--- config.mk ---
export PLATFORM = sky130hd
export DESIGN_NAME = pipe_hazard_ctrl_flat
export DESIGN_NICKNAME = d
export VERILOG_FILES = /design/src/rtl/pipe_hazard_ctrl_if.sv /design/src/rtl/pipe_hazard_ctrl.sv /design/src/flat_wrapper.sv
export SDC_FILE = /design/constraint.sdc
export NUM_CORES = 1
export LEC_CHECK = 0
export ABC_AREA = 1
export CORE_ASPECT_RATIO = 1.2
export CORE_MARGIN = 4
export CORE_UTILIZATION = 39
export DETAILED_ROUTE_END_ITERATION = 10
export PLACE_DENSITY_LB_ADDON = 0.08
export REMOVE_ABC_BUFFERS = 1
export SLEW_MARGIN = 20
export SYNTH_ARGS = -nofsm -noshare
export SYNTH_HDL_FRONTEND = slang
export SYNTH_SLANG_ARGS = --single-unit
--- constraint.sdc ---
create_clock -name clk_i -period 1.77 [get_ports clk_i]
set_input_delay 0.531 -clock clk_i [delete_from_list [all_inputs] [get_ports clk_i]]
set_output_delay 0.531 -clock clk_i [all_outputs]
set_load 0.01 [all_outputs]
--- src/rtl/pipe_hazard_ctrl_if.sv ---
// Signal bundle between the core pipeline and the hazard/CGRA sequencer.
// The core drives through master and the sequencer answers through slave.
interface pipe_hazard_ctrl_if #(
  parameter int CNT_W = 16
);
  logic [4:0]       id_rs1_i;
  logic [4:0]       id_rs2_i;
  logic             id_uses_rs2_i;
  logic             ex_memread_i;
  logic [4:0]       ex_rd_i;
  logic             ex_branch_taken_i;
  logic             ex_cgra_op_i;
  logic             cgra_ready_i;
  logic             cgra_done_i;
  logic             pc_write_o;
  logic             ifid_write_o;
  logic             ifid_flush_o;
  logic             idex_flush_o;
  logic             idex_hold_o;
  logic             cgra_start_o;
  logic             busy_o;
  logic             err_o;
  logic [CNT_W-1:0] stall_cnt_o;

  modport slave (
    input  id_rs1_i, id_rs2_i, id_uses_rs2_i, ex_memread_i, ex_rd_i,
           ex_branch_taken_i, ex_cgra_op_i, cgra_ready_i, cgra_done_i,
    output pc_write_o, ifid_write_o, ifid_flush_o, idex_flush_o,
           idex_hold_o, cgra_start_o, busy_o, err_o, stall_cnt_o
  );

  modport master (
    output id_rs1_i, id_rs2_i, id_uses_rs2_i, ex_memread_i, ex_rd_i,
           ex_branch_taken_i, ex_cgra_op_i, cgra_ready_i, cgra_done_i,
    input  pc_write_o, ifid_write_o, ifid_flush_o, idex_flush_o,
           idex_hold_o, cgra_start_o, busy_o, err_o, stall_cnt_o
  );
endinterface

--- src/rtl/pipe_hazard_ctrl.sv ---
// Pipeline hazard sequencer: load-use stalls, branch flushes and CGRA issue/wait freeze.
// Define HAZARD_PERF_CNT_EN to build the saturating stall-cycle counter.
module pipe_hazard_ctrl #(
  parameter int CGRA_TIMEOUT = 256,
  parameter int TO_W         = 9,
  parameter int CNT_W        = 16
) (
  input  logic              clk_i,
  input  logic              rst_i,
  pipe_hazard_ctrl_if.slave bus
);

  typedef enum logic [1:0] {
    ST_RUN     = 2'd0,
    ST_ISSUE   = 2'd1,
    ST_WAIT    = 2'd2,
    ST_RELEASE = 2'd3
  } state_t;

  localparam logic [TO_W-1:0] TO_LAST = TO_W'(CGRA_TIMEOUT - 1);

  state_t          state_reg;
  logic [TO_W-1:0] to_cnt_reg;
  logic            err_reg;

  logic load_use;
  logic pc_write;
  logic ifid_write;
  logic ifid_flush;
  logic idex_flush;
  logic idex_hold;
  logic cgra_start;

  assign load_use = bus.ex_memread_i && (bus.ex_rd_i != 5'd0) &&
                    ((bus.ex_rd_i == bus.id_rs1_i) ||
                     (bus.id_uses_rs2_i && (bus.ex_rd_i == bus.id_rs2_i)));

  always_comb begin
    pc_write   = 1'b1;
    ifid_write = 1'b1;
    ifid_flush = 1'b0;
    idex_flush = 1'b0;
    idex_hold  = 1'b0;
    cgra_start = 1'b0;
    if (!rst_i) begin
      unique case (state_reg)
        ST_RUN: begin
          // Branch outranks load-use: the stalled ID instruction is squashed anyway.
          if (bus.ex_cgra_op_i) begin
            pc_write   = 1'b0;
            ifid_write = 1'b0;
            idex_hold  = 1'b1;
          end else if (bus.ex_branch_taken_i) begin
            ifid_flush = 1'b1;
            idex_flush = 1'b1;
          end else if (load_use) begin
            pc_write   = 1'b0;
            ifid_write = 1'b0;
            idex_flush = 1'b1;
          end
        end
        ST_ISSUE: begin
          pc_write   = 1'b0;
          ifid_write = 1'b0;
          idex_hold  = 1'b1;
          cgra_start = 1'b1;
        end
        ST_WAIT: begin
          pc_write   = 1'b0;
          ifid_write = 1'b0;
          idex_hold  = 1'b1;
        end
        default: ;
      endcase
    end
  end

  always_ff @(posedge clk_i) begin
    if (rst_i) begin
      state_reg  <= ST_RUN;
      to_cnt_reg <= '0;
      err_reg    <= 1'b0;
    end else begin
      unique case (state_reg)
        ST_RUN: begin
          if (bus.ex_cgra_op_i) begin
            state_reg  <= ST_ISSUE;
            to_cnt_reg <= '0;
          end
        end
        ST_ISSUE: begin
          if (to_cnt_reg == TO_LAST) begin
            err_reg   <= 1'b1;
            state_reg <= ST_RELEASE;
          end else begin
            to_cnt_reg <= to_cnt_reg + 1'b1;
            if (bus.cgra_ready_i) state_reg <= ST_WAIT;
          end
        end
        ST_WAIT: begin
          // A result arriving on the last allowed cycle still counts as success.
          if (bus.cgra_done_i) begin
            state_reg <= ST_RELEASE;
          end else if (to_cnt_reg == TO_LAST) begin
            err_reg   <= 1'b1;
            state_reg <= ST_RELEASE;
          end else begin
            to_cnt_reg <= to_cnt_reg + 1'b1;
          end
        end
        default: state_reg <= ST_RUN;
      endcase
    end
  end

`ifdef HAZARD_PERF_CNT_EN
  logic [CNT_W-1:0] stall_cnt_reg;

  always_ff @(posedge clk_i) begin
    if (rst_i) begin
      stall_cnt_reg <= '0;
    end else if (!pc_write && (stall_cnt_reg != {CNT_W{1'b1}})) begin
      stall_cnt_reg <= stall_cnt_reg + 1'b1;
    end
  end

  assign bus.stall_cnt_o = stall_cnt_reg;
`else
  assign bus.stall_cnt_o = '0;
`endif

  assign bus.pc_write_o   = pc_write;
  assign bus.ifid_write_o = ifid_write;
  assign bus.ifid_flush_o = ifid_flush;
  assign bus.idex_flush_o = idex_flush;
  assign bus.idex_hold_o  = idex_hold;
  assign bus.cgra_start_o = cgra_start;
  assign bus.busy_o       = !rst_i && (state_reg != ST_RUN);
  assign bus.err_o        = err_reg;

endmodule

--- src/flat_wrapper.sv ---
// flat-port wrapper written by rule: the top's interface ports become plain ports
module pipe_hazard_ctrl_flat 
#(
  parameter int CGRA_TIMEOUT = 256,
  parameter int TO_W         = 9,
  parameter int CNT_W        = 16
)
  (clk_i, rst_i, bus_id_rs1_i, bus_id_rs2_i, bus_id_uses_rs2_i, bus_ex_memread_i, bus_ex_rd_i, bus_ex_branch_taken_i, bus_ex_cgra_op_i, bus_cgra_ready_i, bus_cgra_done_i, bus_pc_write_o, bus_ifid_write_o, bus_ifid_flush_o, bus_idex_flush_o, bus_idex_hold_o, bus_cgra_start_o, bus_busy_o, bus_err_o, bus_stall_cnt_o);
  pipe_hazard_ctrl_if #(.CNT_W(CNT_W)) bus_i ();
  input  logic clk_i;
  input  logic rst_i;
  input wire logic [$bits(bus_i.id_rs1_i)-1:0] bus_id_rs1_i;
  input wire logic [$bits(bus_i.id_rs2_i)-1:0] bus_id_rs2_i;
  input wire logic [$bits(bus_i.id_uses_rs2_i)-1:0] bus_id_uses_rs2_i;
  input wire logic [$bits(bus_i.ex_memread_i)-1:0] bus_ex_memread_i;
  input wire logic [$bits(bus_i.ex_rd_i)-1:0] bus_ex_rd_i;
  input wire logic [$bits(bus_i.ex_branch_taken_i)-1:0] bus_ex_branch_taken_i;
  input wire logic [$bits(bus_i.ex_cgra_op_i)-1:0] bus_ex_cgra_op_i;
  input wire logic [$bits(bus_i.cgra_ready_i)-1:0] bus_cgra_ready_i;
  input wire logic [$bits(bus_i.cgra_done_i)-1:0] bus_cgra_done_i;
  output wire logic [$bits(bus_i.pc_write_o)-1:0] bus_pc_write_o;
  output wire logic [$bits(bus_i.ifid_write_o)-1:0] bus_ifid_write_o;
  output wire logic [$bits(bus_i.ifid_flush_o)-1:0] bus_ifid_flush_o;
  output wire logic [$bits(bus_i.idex_flush_o)-1:0] bus_idex_flush_o;
  output wire logic [$bits(bus_i.idex_hold_o)-1:0] bus_idex_hold_o;
  output wire logic [$bits(bus_i.cgra_start_o)-1:0] bus_cgra_start_o;
  output wire logic [$bits(bus_i.busy_o)-1:0] bus_busy_o;
  output wire logic [$bits(bus_i.err_o)-1:0] bus_err_o;
  output wire logic [$bits(bus_i.stall_cnt_o)-1:0] bus_stall_cnt_o;
  assign bus_i.id_rs1_i = bus_id_rs1_i;
  assign bus_i.id_rs2_i = bus_id_rs2_i;
  assign bus_i.id_uses_rs2_i = bus_id_uses_rs2_i;
  assign bus_i.ex_memread_i = bus_ex_memread_i;
  assign bus_i.ex_rd_i = bus_ex_rd_i;
  assign bus_i.ex_branch_taken_i = bus_ex_branch_taken_i;
  assign bus_i.ex_cgra_op_i = bus_ex_cgra_op_i;
  assign bus_i.cgra_ready_i = bus_cgra_ready_i;
  assign bus_i.cgra_done_i = bus_cgra_done_i;
  assign bus_pc_write_o = bus_i.pc_write_o;
  assign bus_ifid_write_o = bus_i.ifid_write_o;
  assign bus_ifid_flush_o = bus_i.ifid_flush_o;
  assign bus_idex_flush_o = bus_i.idex_flush_o;
  assign bus_idex_hold_o = bus_i.idex_hold_o;
  assign bus_cgra_start_o = bus_i.cgra_start_o;
  assign bus_busy_o = bus_i.busy_o;
  assign bus_err_o = bus_i.err_o;
  assign bus_stall_cnt_o = bus_i.stall_cnt_o;
  pipe_hazard_ctrl #(.CGRA_TIMEOUT(CGRA_TIMEOUT), .TO_W(TO_W), .CNT_W(CNT_W)) u_core (.clk_i(clk_i), .rst_i(rst_i), .bus(bus_i));
endmodule
Word-level counts from Yosys, hierarchy flattened
Index checks and enable logic that the tools add are counted.
{"block": "totals", "input_bits": 23, "latchBits": 0, "memories": 0, "out_inout_bits": 24, "romBits": 0, "ff_bits": 12, "mem_bits_rw": 0}
{"block": "op_classes", "n_reduce_logical": 15, "n_shift": 0, "n_addsub": 1, "bitwise_logic": 0, "magnitude_cmp": 0, "n_eq_ne": 9, "div": 0, "multipliers": 0, "muxes": 32}
{"cell": "2-to-1 mux 9 bit", "n": 3}
{"cell": "case mux 9 bit (3 select lines)", "n": 1}
{"cell": "2-to-1 mux 1 bit", "n": 19}
{"cell": "equality test 5 bit", "n": 2}
{"cell": "2-to-1 mux 2 bit", "n": 5}
{"cell": "adder 9 x 1 -> 9 bit, second input constant", "n": 1}
{"cell": "equality test 9 x 8 -> 1 bit, second input constant", "n": 1}
{"cell": "inequality test 3 x 2 -> 1 bit, second input constant", "n": 2}
{"cell": "case mux 1 bit (2 select lines)", "n": 3}
{"cell": "case mux 2 bit (3 select lines)", "n": 1}
{"cell": "AND reduction 3 bit", "n": 2}
{"cell": "nonzero test 5 bit", "n": 1}
{"cell": "logical AND 1 bit", "n": 4}
{"cell": "inequality test 2 bit, second input constant", "n": 2}
{"cell": "nonzero test 2 bit", "n": 2}
{"cell": "nonzero test 3 bit", "n": 1}
{"cell": "equality test 2 x 1 -> 1 bit, second input constant", "n": 1}
{"cell": "equality test 2 bit, second input constant", "n": 1}
{"cell": "zero test 2 bit", "n": 1}
{"cell": "AND reduction 2 bit", "n": 1}
{"cell": "OR reduction 2 bit", "n": 1}
{"cell": "zero test 1 bit", "n": 1}
{"cell": "logical OR 1 bit", "n": 1}

Logic depth before layout (Yosys ltp)
Gate-level depths: netlist of run 1.
{"block": "depth", "depth_word": 9, "mapped_depth": 11, "mapped_depth_nobuf": 11}

Worst setup path after synthesis of run 1
OpenSTA, ideal clock, no wires.
{"block": "synth_path", "kind": "flip-flop to output port", "startpoint": "register u_core.state_reg[0]", "endpoint": "output bus_pc_write_o", "setup_slack_ps": -33, "required_time_ps": 1239, "arrival_time_ps": 1272, "path_stages_with_launch": 7, "n_path_buf": 1, "cell_sequence": "dfxtp_1 inv_1 ha_1 o21ai_0 a21oi_1 nand2_1 buf_4"}
{"block": "synth_between", "elab_chain_cells": 4}
{"element": "start: declaration", "line_no": "pipe_hazard_ctrl.sv:22", "source": "state_t state_reg;"}
{"element": "start signal: assignment", "line_no": "pipe_hazard_ctrl.sv:80", "source": "state_reg <= ST_RUN;"}
{"element": "start signal: assignment", "line_no": "pipe_hazard_ctrl.sv:87", "source": "state_reg <= ST_ISSUE;"}
{"element": "start signal: assignment", "line_no": "pipe_hazard_ctrl.sv:94", "source": "state_reg <= ST_RELEASE;"}
{"element": "equality test 2 x 1 -> 1 bit / equality test 2 bit (equally long branches)"}
{"element": "OR reduction 2 bit (no line)"}
{"element": "case mux 1 bit (2 select lines) (*)"}
{"element": "2-to-1 mux 1 bit (*)"}
{"element": "end: declaration", "line_no": "flat_wrapper.sv:21", "source": "output wire logic [$bits(bus_i.pc_write_o)-1:0] bus_pc_write_o;"}
Mark *: on every way between the ends. The rest lies on a longest branch, timed or not.

Worst setup path in the final report of run 1
{"block": "layout_path", "startpoint": "register u_core.state_reg[0]", "endpoint": "output bus_ifid_write_o"}
{"block": "layout_between", "elab_chain_cells": 4}
{"element": "equality test 2 x 1 -> 1 bit / equality test 2 bit (equally long branches)", "line_no": "pipe_hazard_ctrl.sv:46", "source": "unique case (state_reg)"}
{"element": "OR reduction 2 bit (no line)"}
{"element": "case mux 1 bit (2 select lines) (*)", "line_no": "pipe_hazard_ctrl.sv:46"}
{"element": "2-to-1 mux 1 bit (*)", "line_no": "pipe_hazard_ctrl.sv:45", "source": "if (!rst_i) begin"}
{"element": "end: declaration", "line_no": "flat_wrapper.sv:22", "source": "output wire logic [$bits(bus_i.ifid_write_o)-1:0] bus_ifid_write_o;"}
Marked as above.

==> reports/results.ini, run 1 <==
[run_status]
status = finished, violations left
violations = negative setup slack

[worst_setup_path]
cp_top_family = flip-flops
cp_num_cells = 6
critical_path_buf_inv_count = 2
cp_data_required_time_ps = 1240
cp-start-kind = register
max_stage_delay_ps = 340
critical-path-slowest-cell = dfxtp_2
path_max_fanout = 4
worstPathArrival_ps = 1320
crit_chain = inv_2, ha_4, o21ai_4, a21oi_2, nand2_1, buf_2
ff2ff_path_depth = 11
critPathKind = reg -> out
setup.worst_path.end_class = output port

[sta]
finalSetupViolCount = 6
drv_slew = 0
hold_viol_final = 0
layout_min_cycle_time_ps = 1850
rsz0062_at_grt = yes
hold_slack_ps = 456
max_freq_mhz = 540
period_share_pct = 105
setup_ws_ps = -82.7
fin_skew_ps = 5.15

[final_layout]
final_common_cell = nand2_1
drive_gt1_share_pct = 46.6
diodes = 0
final_cell_mix = nand2_1, buf_4, inv_1
nets = 267
area_growth_pct = 54.1
fin_area_mm2 = 0.00175
largest_reg_flops = 9

[place]
hpwl_um = 2130
portBuffers = 30
place.gp.congestion = 0.885
pre_cts_ws_ps = -915
placed_cell_area_mm2 = 0.00153

[cts]
cts-htree-levels = 1
clk_latency_ps = 270
cts_buffer_depth = 2
clkSlewWorstSetupHoldPaths_ps = 70
cts_root_buffer = clkbuf_4
cts_hold_buf = 0
numClockSinks = 12
numCtsBuffers = 3
cts_tree = done

[grt]
grt_pass1_wl_um = 4760
grt_usage_pct = 15.4
grt_pass1_vias = 1155
overflow = 0
antenna_found_initial = 0
grt_max_degree = 7

[logic_synthesis]
netlist_instances = 180
synth-seq-cells = 12
netlist-cell-type-count = 27
ys_seq_area_share_pct = 21.2
ys.warnings.count = 0
syn_area_per_cell_um2 = 6.30
syn_area_mm2 = 0.00113

[flow_run]
maxCapViolations = 0

[power]
p_leak_uw = 0.000891
ir_drop_mv = 1.12
p_per_area_mw_per_mm2 = 1140

[route]
dr.pass1.iters = 4
vias = 1207
final_antenna_net_count = 0
wirelength_um = 2820
route.detailed.drc = 0
wire_per_inst_um = 10.4
first_iter_violations = 24
vias_per_cell = 4.47

[min_path]
hold_path_depth = 2
hold_path_class = reg -> reg

[die]
fp.dieW_um = 57.2
io_pins = 47
start_util_pct = 40.7
die_area_mm2 = 0.00384
core_area_mm2 = 0.00279
die_h_um = 67.1
rows = 21

-- power breakdown --
group	switching, uW	leakage [uW]	internal, uW
Combinational	762	0.000779	698
Sequential	42.0	0.0000989	332
Clock	81.2	0.0000138	78.7
-- final cells by class --
type	instances	area [um^2]
clock buffers	3	22.5
fillers	266	1040
inverters	32	138
multi-input cells	134	853
flip-flops and latches	12	245
well taps	34	42.5
repair buffers	55	448
-- per-stage QoR --
stage	power [uW]	instances	util (%)	setup TNS (ps)
floorplan	955	178	-	0
global placement	1420	259	55.1	-6040
detailed placement	1440	259	55.1	-6180
CTS	1810	268	58.4	-351
global route	2180	270	62.8	-1230
finish	1990	270	62.8	-332
-- routing by layer --
layer,GRT usage (%),vias up,part of all wire (%),wire [um]
li1,-,634,-,-
met1,17.6,529,40,1130
met2,28.1,38,51,1450
met3,3.10,6,6.8,192
met4,5.22,0,1.8,51
met5,0,-,0,0
-- kinds of logic (layout without fill, tap and decap cells) --
logic type      after synthesis  in the layout  synth area share [%]
other cells                   1             16                 0.330
flops                        12             12                  21.2
fa+ha+maj                     6              6                  6.62
compound gates               19             19                  10.3
simple gates                 90             90                  37.5
buf+inv                      49             90                  21.8
xor+xnor                      3              3                  2.32
-- synthesized netlist by cell type, drive strengths merged --
cell / n / area, um^2
nand3b: 1 / 7.51
nand3: 5 / 30.0
a211oi: 1 / 7.51
a21oi: 11 / 73.8
nand2: 55 / 229
nor3: 4 / 30.0
inv: 32 / 120
xnor2: 1 / 8.76
dfxtp: 12 / 240
conb: 1 / 3.75
ha: 6 / 75.1
nor2: 22 / 104
o21ai: 7 / 35.0
nand4: 3 / 25.0
xor2: 2 / 17.5
buf: 17 / 128
-- what timing repair did --
item,CTS,global route
pin swaps,32,28
gates resized for setup,136,35
buffers inserted,6,2
setup endpoints to repair,16,19
-- worst reg2reg max path, delay by kind of cell, from the launching register on --
family | cells | cell delay, ps
simple gates | 4 | 400
flops | 1 | 350
buf+inv | 2 | 220
fa+ha+maj | 2 | 360
compound gates | 3 | 340
-- path summary, 6_finish.rpt --
| kind | start | to | slack, ps |
|---|---|---|---|
| worst max-delay path | u_core.state_reg[0] | bus_ifid_write_o | -80 |
| worst min-delay path | u_core.to_cnt_reg[4] | u_core.to_cnt_reg[4] | 460 |
| worst max register to register | u_core.to_cnt_reg[0] | u_core.state_reg[0] | 40 |
| worst min register to register | u_core.to_cnt_reg[4] | u_core.to_cnt_reg[4] | 460 |
No activity file was read; power rests on OpenSTA's default activity.
==> run 2, diff against run 1 <==
--- a/config.mk
+++ b/config.mk
@@ -6,6 +6,7 @@
 export NUM_CORES = 1
 export LEC_CHECK = 0
 export ABC_AREA = 1
+export ABC_CLOCK_PERIOD_IN_PS = 1770
 export CORE_ASPECT_RATIO = 1.2
 export CORE_MARGIN = 4
 export CORE_UTILIZATION = 39
==> results of run 2 <==
Same layout as run 1: the final DEF is identical, and so are final timing and power.
==> run 3, diff against run 2 <==
--- a/config.mk
+++ b/config.mk
@@ -8,9 +8,10 @@
 export ABC_AREA = 1
 export ABC_CLOCK_PERIOD_IN_PS = 1770
 export CORE_ASPECT_RATIO = 1.2
-export CORE_MARGIN = 4
-export CORE_UTILIZATION = 39
+export CORE_MARGIN = 2
+export CORE_UTILIZATION = 56
 export DETAILED_ROUTE_END_ITERATION = 10
+export DONT_BUFFER_PORTS = 1
 export PLACE_DENSITY_LB_ADDON = 0.08
 export REMOVE_ABC_BUFFERS = 1
 export SLEW_MARGIN = 20
==> run 3 against run 2 <==
Effect of this change:
- the flow still finishes with violations (negative setup slack)
- setup slack worse by 2.7 ps
- first-iteration DRC count up 17%
- count of clock-buffer cells in the layout up 1
- register-to-register slack worse by 100 ps
- flip-flop and latch count unchanged
- power down 3.5%
==> reports/results.ini, run 3 (synthesis gave the netlist of run 1 again) <==
[run_status]
status = finished, violations left
violations = negative setup slack

[grt]
grt_pass1_vias = 1061  ; -8.1%
grt_max_degree = 8  ; +1
grt_use_met2_pct = 41.4  ; +13 points
use_met3_pct = 2.39  ; -0.71 points
overflow = 0  ; unchanged
grtUsageMet1_pct = 23.2  ; +5.6 points
antenna_found_initial = 0  ; unchanged
grt_usage_pct = 21.9  ; +6.6 points
grt_pass1_wl_um = 3970  ; -17%
busiest_layer = met2

[final_layout]
final_cell_mix = nand2_1, inv_1, conb_1, buf_4, nor2_1
instances_no_fill = 220  ; -19%
area_growth_pct = 26.4
nets = 231  ; -13%
final_util_pct = 76.6  ; +14 points
fillers = 154  ; -42%
largest_reg_flops = 9  ; unchanged
final_common_cell = nand2_1
drive_gt1_share_pct = 36.3  ; -10 points
diodes = 0  ; unchanged

[cts]
cts_root_buffer = clkbuf_4
cts-htree-levels = 1  ; unchanged
cts_tree = done
cts_buffer_depth = 2  ; unchanged
numClockSinks = 12  ; unchanged
clk_latency_ps = 280  ; about the same
numCtsBuffers = 3  ; unchanged
clkSlewWorstSetupHoldPaths_ps = 80  ; about the same
cts_hold_buf = 0  ; unchanged

[worst_setup_path]
cp_data_required_time_ps = 1240  ; about the same
setup.worst_path.end_class = output port
critPathKind = reg -> out
worstSetupStartpoint = u_core.state_reg[1]
r2r_start = u_core.to_cnt_reg[1]
worstPathArrival_ps = 1320  ; about the same
path_max_fanout = 3  ; -1
cp-start-kind = register

[die]
rows = 17  ; -19%
io_pins = 47  ; unchanged
die_area_mm2 = 0.00240  ; -37%
start_util_pct = 60.6  ; +20 points
die_h_um = 53.3  ; -21%
core_area_mm2 = 0.00187  ; -33%
fp.dieW_um = 45.1  ; -21%

[sta]
max_freq_mhz = 539  ; -0.15%
layout_min_cycle_time_ps = 1860  ; +2.75 ps
hold_viol_final = 0  ; unchanged
fin_skew_ps = 0.880  ; -4.27 ps
setup_ws_ps = -85.5  ; -2.75 ps
finalSetupViolCount = 8  ; +2
rsz0062_at_grt = yes
period_share_pct = 105  ; +0.16 points
drv_slew = 0  ; unchanged

[route]
vias_per_cell = 5.13  ; +15%
route.detailed.drc = 0  ; unchanged
vias = 1128  ; -6.5%
wirelength_um = 2740  ; -2.7%
wire_per_inst_um = 12.5  ; +19%
first_iter_violations = 28  ; +17%
final_antenna_net_count = 0  ; unchanged
dr.pass1.iters = 4  ; unchanged

[flow_run]
maxCapViolations = 0  ; unchanged

[place]
hpwl_um = 1830  ; -14%
dp_cells = 206  ; -20%
portBuffers = 0  ; -100%
place.gp.congestion = 0.925  ; +4.6%

[power]
p_per_area_mw_per_mm2 = 1340  ; +18%
p_leak_uw = 0.000727  ; -18%
ir_drop_mv = 0.838  ; -25%
p_total_uw = 1930  ; -3.5%

[min_path]
worstHoldStart = rst_i
hold_path_class = in -> reg

run 3: cell count changes in the layout (fill, tap and decap cells not counted), moves of 2 or more:
cell             previous run  this run
buf_2                      13         0
buf_4                      23        16
buf_6                       9         2
inv_1                      20        26
inv_4                       5         1
clkdlybuf4s50_1             3         0
dlygate4sd2_1               3         0
a21oi_1                     4         6
a21oi_2                     6         4
buf_8                       2         0
nor2_1                     12        14
nor2_2                      7         5
run 3: critical path, stage by stage, from the launching register on:
cell and delay (ps):
dfxtp_2 350, inv_2 50, ha_4 280, o21ai_2 70, a211oi_2 150, buf_4 150
run 3: power breakdown:
group,leakage [uW],total (uW),switching [uW],internal (uW)
registers,0.0000989,376,43.7,332
logic,0.000607,1320,733,591
clock network,0.0000210,226,100,125
total,0.000727,1930,877,1050
run 3: path summary, 6_finish.rpt:
check,to,slack [ps],depth (start not counted)
worst max-delay path,bus_idex_hold_o,-90,5
worst min-delay path,u_core.to_cnt_reg[7],310,1
worst max register to register,u_core.to_cnt_reg[6],-60,11
worst min register to register,u_core.to_cnt_reg[4],460,2
run 3: final cells by class:
type | count | area, um^2 | area share [%]
repair buffers | 18 | 143 | 9.95
clock buffers | 4 | 36.3 | 2.53
inverters | 32 | 123 | 8.55
well taps | 19 | 23.8 | 1.66
multi-input cells | 135 | 863 | 60.2
flip-flops and latches | 12 | 245 | 17.1
run 3: stage by stage:
step                      hold WS [ps]  TNS (ps)  area (um^2)  setup WS (ps)
after floorplan                    431         0         1060           59.7
after global placement             439     -4.22         1150          -4.22
after detailed placement           446      -366         1150          -80.2
after CTS                          310      -154         1320          -84.1
after global routing               299     -1750         1430           -165
final                              310      -367         1430          -85.5
run 3: timing repair:
| item | in CTS | in global routing |
|---|---|---|
| endpoints found under the setup margin | 15 | 18 |
| pin swaps | 11 | 20 |
| gates resized for setup | 19 | 31 |
| gates cloned | 1 | 0 |
| buffers inserted | 7 | 2 |
run 3: per-layer routing:
metal / routed length (um) / part of all wire (%)
met4: 70 / 2.6
met2: 1490 / 54
met5: 0 / 0
met3: 158 / 5.8
met1: 1020 / 37
